**config.mk**
```make
export PLATFORM = sky130hd
export DESIGN_NAME = ahb_decoder
export DESIGN_NICKNAME = d
export VERILOG_FILES = /design/src/rtl/ahb_decoder.sv
export SDC_FILE = /design/constraint.sdc
export NUM_CORES = 1
export LEC_CHECK = 0
export CAP_MARGIN = 20
export CORE_MARGIN = 3
export CORE_UTILIZATION = 30
export CTS_CLUSTER_DIAMETER = 30
export CTS_CLUSTER_SIZE = 16
export DETAILED_ROUTE_END_ITERATION = 10
export PLACE_DENSITY = 0.83
export SLEW_MARGIN = 10
export SYNTH_ARGS = -nofsm -noshare
export SYNTH_HDL_FRONTEND = slang
export SYNTH_SLANG_ARGS = --single-unit
```
**constraint.sdc**
```tcl
create_clock -name HCLK -period 4.5 [get_ports HCLK]
set_input_delay 0.45 -clock HCLK [delete_from_list [all_inputs] [get_ports HCLK]]
set_output_delay 0.45 -clock HCLK [all_outputs]
set_load 0.05 [all_outputs]
```
**src/rtl/ahb_decoder.sv**
```systemverilog
// AHB-Lite address decoder and response multiplexer for four slaves.
// Unmapped active transfers get a two-cycle ERROR from an internal default slave.
module ahb_decoder #(
    parameter logic [31:0] BASE0 = 32'h0000_0000,
    parameter logic [31:0] MASK0 = 32'hFFFF_0000,
    parameter logic [31:0] BASE1 = 32'h2000_0000,
    parameter logic [31:0] MASK1 = 32'hFFFF_0000,
    parameter logic [31:0] BASE2 = 32'h4000_0000,
    parameter logic [31:0] MASK2 = 32'hFFFF_F000,
    parameter logic [31:0] BASE3 = 32'h4000_1000,
    parameter logic [31:0] MASK3 = 32'hFFFF_F000
) (
    input  logic        HCLK,
    input  logic        HRESETn,
    input  logic [31:0] HADDR,
    input  logic [1:0]  HTRANS,
    input  logic        HREADYOUT0,
    input  logic        HREADYOUT1,
    input  logic        HREADYOUT2,
    input  logic        HREADYOUT3,
    input  logic        HRESP0,
    input  logic        HRESP1,
    input  logic        HRESP2,
    input  logic        HRESP3,
    output logic [3:0]  HSEL,
    output logic [3:0]  HSEL_DP,
    output logic        HREADY,
    output logic        HRESP,
    output logic [1:0]  ds_state
);

    typedef enum logic [1:0] {
        DS_IDLE = 2'd0,
        DS_ERR1 = 2'd1,
        DS_ERR2 = 2'd2
    } ds_state_t;

    ds_state_t state_q, state_d;
    logic      ds_ready;
    logic      ds_resp;
    logic      active;
    logic      unused_htrans;

    // HTRANS[0] only separates NONSEQ/SEQ and IDLE/BUSY; activity is bit 1.
    assign active        = HTRANS[1];
    assign unused_htrans = &{1'b0, HTRANS[0]};

    // Lowest index wins on overlap, keeping HSEL one-hot or zero.
    always_comb begin
        HSEL = 4'b0000;
        if ((HADDR & MASK0) == BASE0)      HSEL = 4'b0001;
        else if ((HADDR & MASK1) == BASE1) HSEL = 4'b0010;
        else if ((HADDR & MASK2) == BASE2) HSEL = 4'b0100;
        else if ((HADDR & MASK3) == BASE3) HSEL = 4'b1000;
    end

    // Handshake: an address phase is accepted on a rising HCLK where HREADY=1;
    // while HREADY=0 the current data phase is extended and nothing new is taken.
    always_ff @(posedge HCLK or negedge HRESETn) begin
        if (!HRESETn) begin
            HSEL_DP <= 4'b0000;
            state_q <= DS_IDLE;
        end else begin
            if (HREADY) HSEL_DP <= HSEL;
            state_q <= state_d;
        end
    end

    always_comb begin
        state_d  = state_q;
        ds_ready = 1'b1;
        ds_resp  = 1'b0;
        case (state_q)
            DS_IDLE: begin
                if (HREADY && HSEL == 4'b0000 && active) state_d = DS_ERR1;
            end
            DS_ERR1: begin
                ds_ready = 1'b0;
                ds_resp  = 1'b1;
                state_d  = DS_ERR2;
            end
            DS_ERR2: begin
                ds_resp = 1'b1;
                if (HSEL == 4'b0000 && active) state_d = DS_ERR1;
                else                           state_d = DS_IDLE;
            end
            default: state_d = DS_IDLE;
        endcase
    end

    always_comb begin
        HREADY = ds_ready;
        HRESP  = ds_resp;
        if (HSEL_DP[0]) begin
            HREADY = HREADYOUT0;
            HRESP  = HRESP0;
        end else if (HSEL_DP[1]) begin
            HREADY = HREADYOUT1;
            HRESP  = HRESP1;
        end else if (HSEL_DP[2]) begin
            HREADY = HREADYOUT2;
            HRESP  = HRESP2;
        end else if (HSEL_DP[3]) begin
            HREADY = HREADYOUT3;
            HRESP  = HRESP3;
        end
    end

    assign ds_state = state_q;

endmodule

```
==> reports/metrics.cfg <==
[timing]
setup_slack_ps=1470
max_freq_ghz=0.330
fin_crit_sh=0.674
slew_headroom=0.656
min_period_ps=3030
hold_viol=0
worstMarginPinSlew_ps=514
tns_ps=0
grt_setup_unrepaired=false
skew_ps=1.65
slew_violations=0
finalSetupViolCount=0

[routing]
wire_per_inst_um=13.7
wl_met2_um=756
drcViolationCount=0
topRoutingLayerUsed=met3
detail_route.wirelength_um=1550
dr_total_vias=571
drtIter0Drc=3
dr_wl_met3_um=200
first_pass_iters=3
wl_met1_um=596
ant_nets=0
routed_via_density=5.05

[yosys]
yosysWarnings=0
synth_top_family_by_area=simple AND/OR/NAND/NOR gates
netlist-cell-type-count=29
synthMuxAreaShare=0.123
async_flop_share=1.00
yosys.area_share.simple=0.300
syn_nets=100
syn_inst=52
synth_edf_count=0
synth_seq_cells=6
ys.flop_type=dfrtp_1
syn_avg_cell_area_um2=10.2
synth_compound_area_frac=0.165
synth_xor_area_frac=0
synth_fa_ha_area_frac=0.0943
yosysSeqAreaShare=0.283
synth_area_um2=531

[clock_network]
post_cts_buffers=0
clockRootBuffer=clkbuf_4
clk_latency_ps=240
clk_pin_slew_ps=40
cts_tree=done
cts_sinks=6
cts_buffers=3
htreeDepth=1
clock_path_buffers=2
postCtsHoldBufs=0
post_cts_resized=0

[place]
dp_hpwl_um=1360
globalplace.congestion=0.653
place_area_um2=971
dpl.cell_count=110
io_buffers=42
dp_slack_ps=1440

[layout]
num_antenna_cells=0
drive_gt1_frac=0.165
register_area_um2=150
multi_input_area_um2=362
n_fill_cell=138
syn_to_final_growth_pct=87.3
final_cells=113
final_area_um2=993
final_nets=147

[die]
core_area_um2=1580
rows=14
die_height_um=48.1
dieArea_um2=2310
io_pins=56
die_w_um=48.1
initial_core_util=0.337

[global_route]
grt_pass1_vias=579
grt_pass1_wl_um=2380
antenna_found_initial=0
track_usage=0.154
grt_remaining_overflow=0
grt_start_max_net_pins=8

[setup_path]
critPathLaunchType=input port
critical_path_class=input port to output port
worst-path-max-fanout=5
arrival_ps=2580
cp-end-kind=output port
crit_required_ps=4050

[pwr]
p_leak_nw=0.399
power_density_nw_per_um2=344
ir_drop_mv=0.194

[hold_path]
min_path_type=input port to asynchronous set/reset pin

[run]
drv_cap=0

[outcome]
status=completed

[layer usage]
metal  track usage  up-vias
met5             0        -
met4        0.0806        0
met3        0.0489        0
met2         0.261       38
met1         0.169      251
li1              -      282
[final timing paths]
check | from | cells past startpoint | endpoint | slack, ps
worst min register to register | ds_state[1]$_DFFE_PN0P_ | 1 | ds_state[1]$_DFFE_PN0P_ | 580
min in group HCLK | ds_state[1]$_DFFE_PN0P_ | 1 | ds_state[1]$_DFFE_PN0P_ | 580
worst max register to register | ds_state[1]$_DFFE_PN0P_ | 7 | ds_state[0]$_DFFE_PN0P_ | 2670
max in group asynchronous | HRESETn | 1 | HSEL_DP[1]$_DFFE_PN0N_ | 3850
worst max-delay path | HADDR[28] | 5 | HSEL[1] | 1470
worst min-delay path | HRESETn | 1 | ds_state[0]$_DFFE_PN0P_ | 440
[cells in the final DEF (no fill, tap or decap), types with 2 or more instances in the layout]
master	synthesis	routed
clkbuf_4	0	3
ha_1	4	4
clkdlybuf4s50_1	0	42
nor2b_1	2	2
dfrtp_1	6	6
mux2i_1	2	2
o21ai_0	2	2
inv_1	5	5
nor4_2	3	3
nand2_1	3	3
mux2_2	3	3
nor3_1	3	3
[cell type report]
| class | count | share of cell area |
|---|---|---|
| timing repair buffer | 42 | 0.423 |
| multi-input combinational | 41 | 0.364 |
| sequential | 6 | 0.151 |
| clock buffer | 3 | 0.0227 |
| tap | 16 | 0.0202 |
| inverter | 5 | 0.0189 |
[worst max-delay path, stage by stage]
cell,delay [ps]
clkdlybuf4s50_1,430
nor4_2,310
nand4_2,200
nor3b_1,320
clkdlybuf4s50_1,870
[cell usage after synthesis (2+ instances only)]
cell | n | share of area
o21ai_0 | 2 | 0.019
dfrtp_1 | 6 | 0.28
ha_1 | 4 | 0.094
nor3_1 | 3 | 0.028
nor4_2 | 3 | 0.071
mux2i_1 | 2 | 0.038
nand2_1 | 3 | 0.021
mux2_2 | 3 | 0.064
inv_1 | 5 | 0.035
nor2b_1 | 2 | 0.024
[cells by family (layout without fill, tap and decap cells)]
group | Yosys count | after routing
adder cells (fa/ha/maj) | 4 | 4
AO/OA/AOI/OAI | 10 | 10
AND/OR/NAND/NOR | 21 | 21
flip-flops | 6 | 6
multiplexers | 6 | 6
buffers and inverters | 5 | 50
[sequential cells by signal (all words and copies together), names as in the netlist]
signal,flops
HSEL_DP,4
ds_state,2
[per-stage QoR]
| step | utilization | hold slack, ps | power, mW |
|---|---|---|---|
| floorplan | - | 154 | 0.212 |
| global placement | 0.616 | 565 | 0.290 |
| CTS | 0.630 | 444 | 0.348 |
| detailed placement | 0.616 | 581 | 0.297 |
| finish | 0.630 | 444 | 0.341 |
| global route | 0.630 | 467 | 0.364 |
[power breakdown]
group | internal (mW) | switching [mW]
logic | 0.0967 | 0.126
clock network | 0.0300 | 0.0176
registers | 0.0618 | 0.00943
total | 0.189 | 0.153
(Power assumes the default switching activity.)
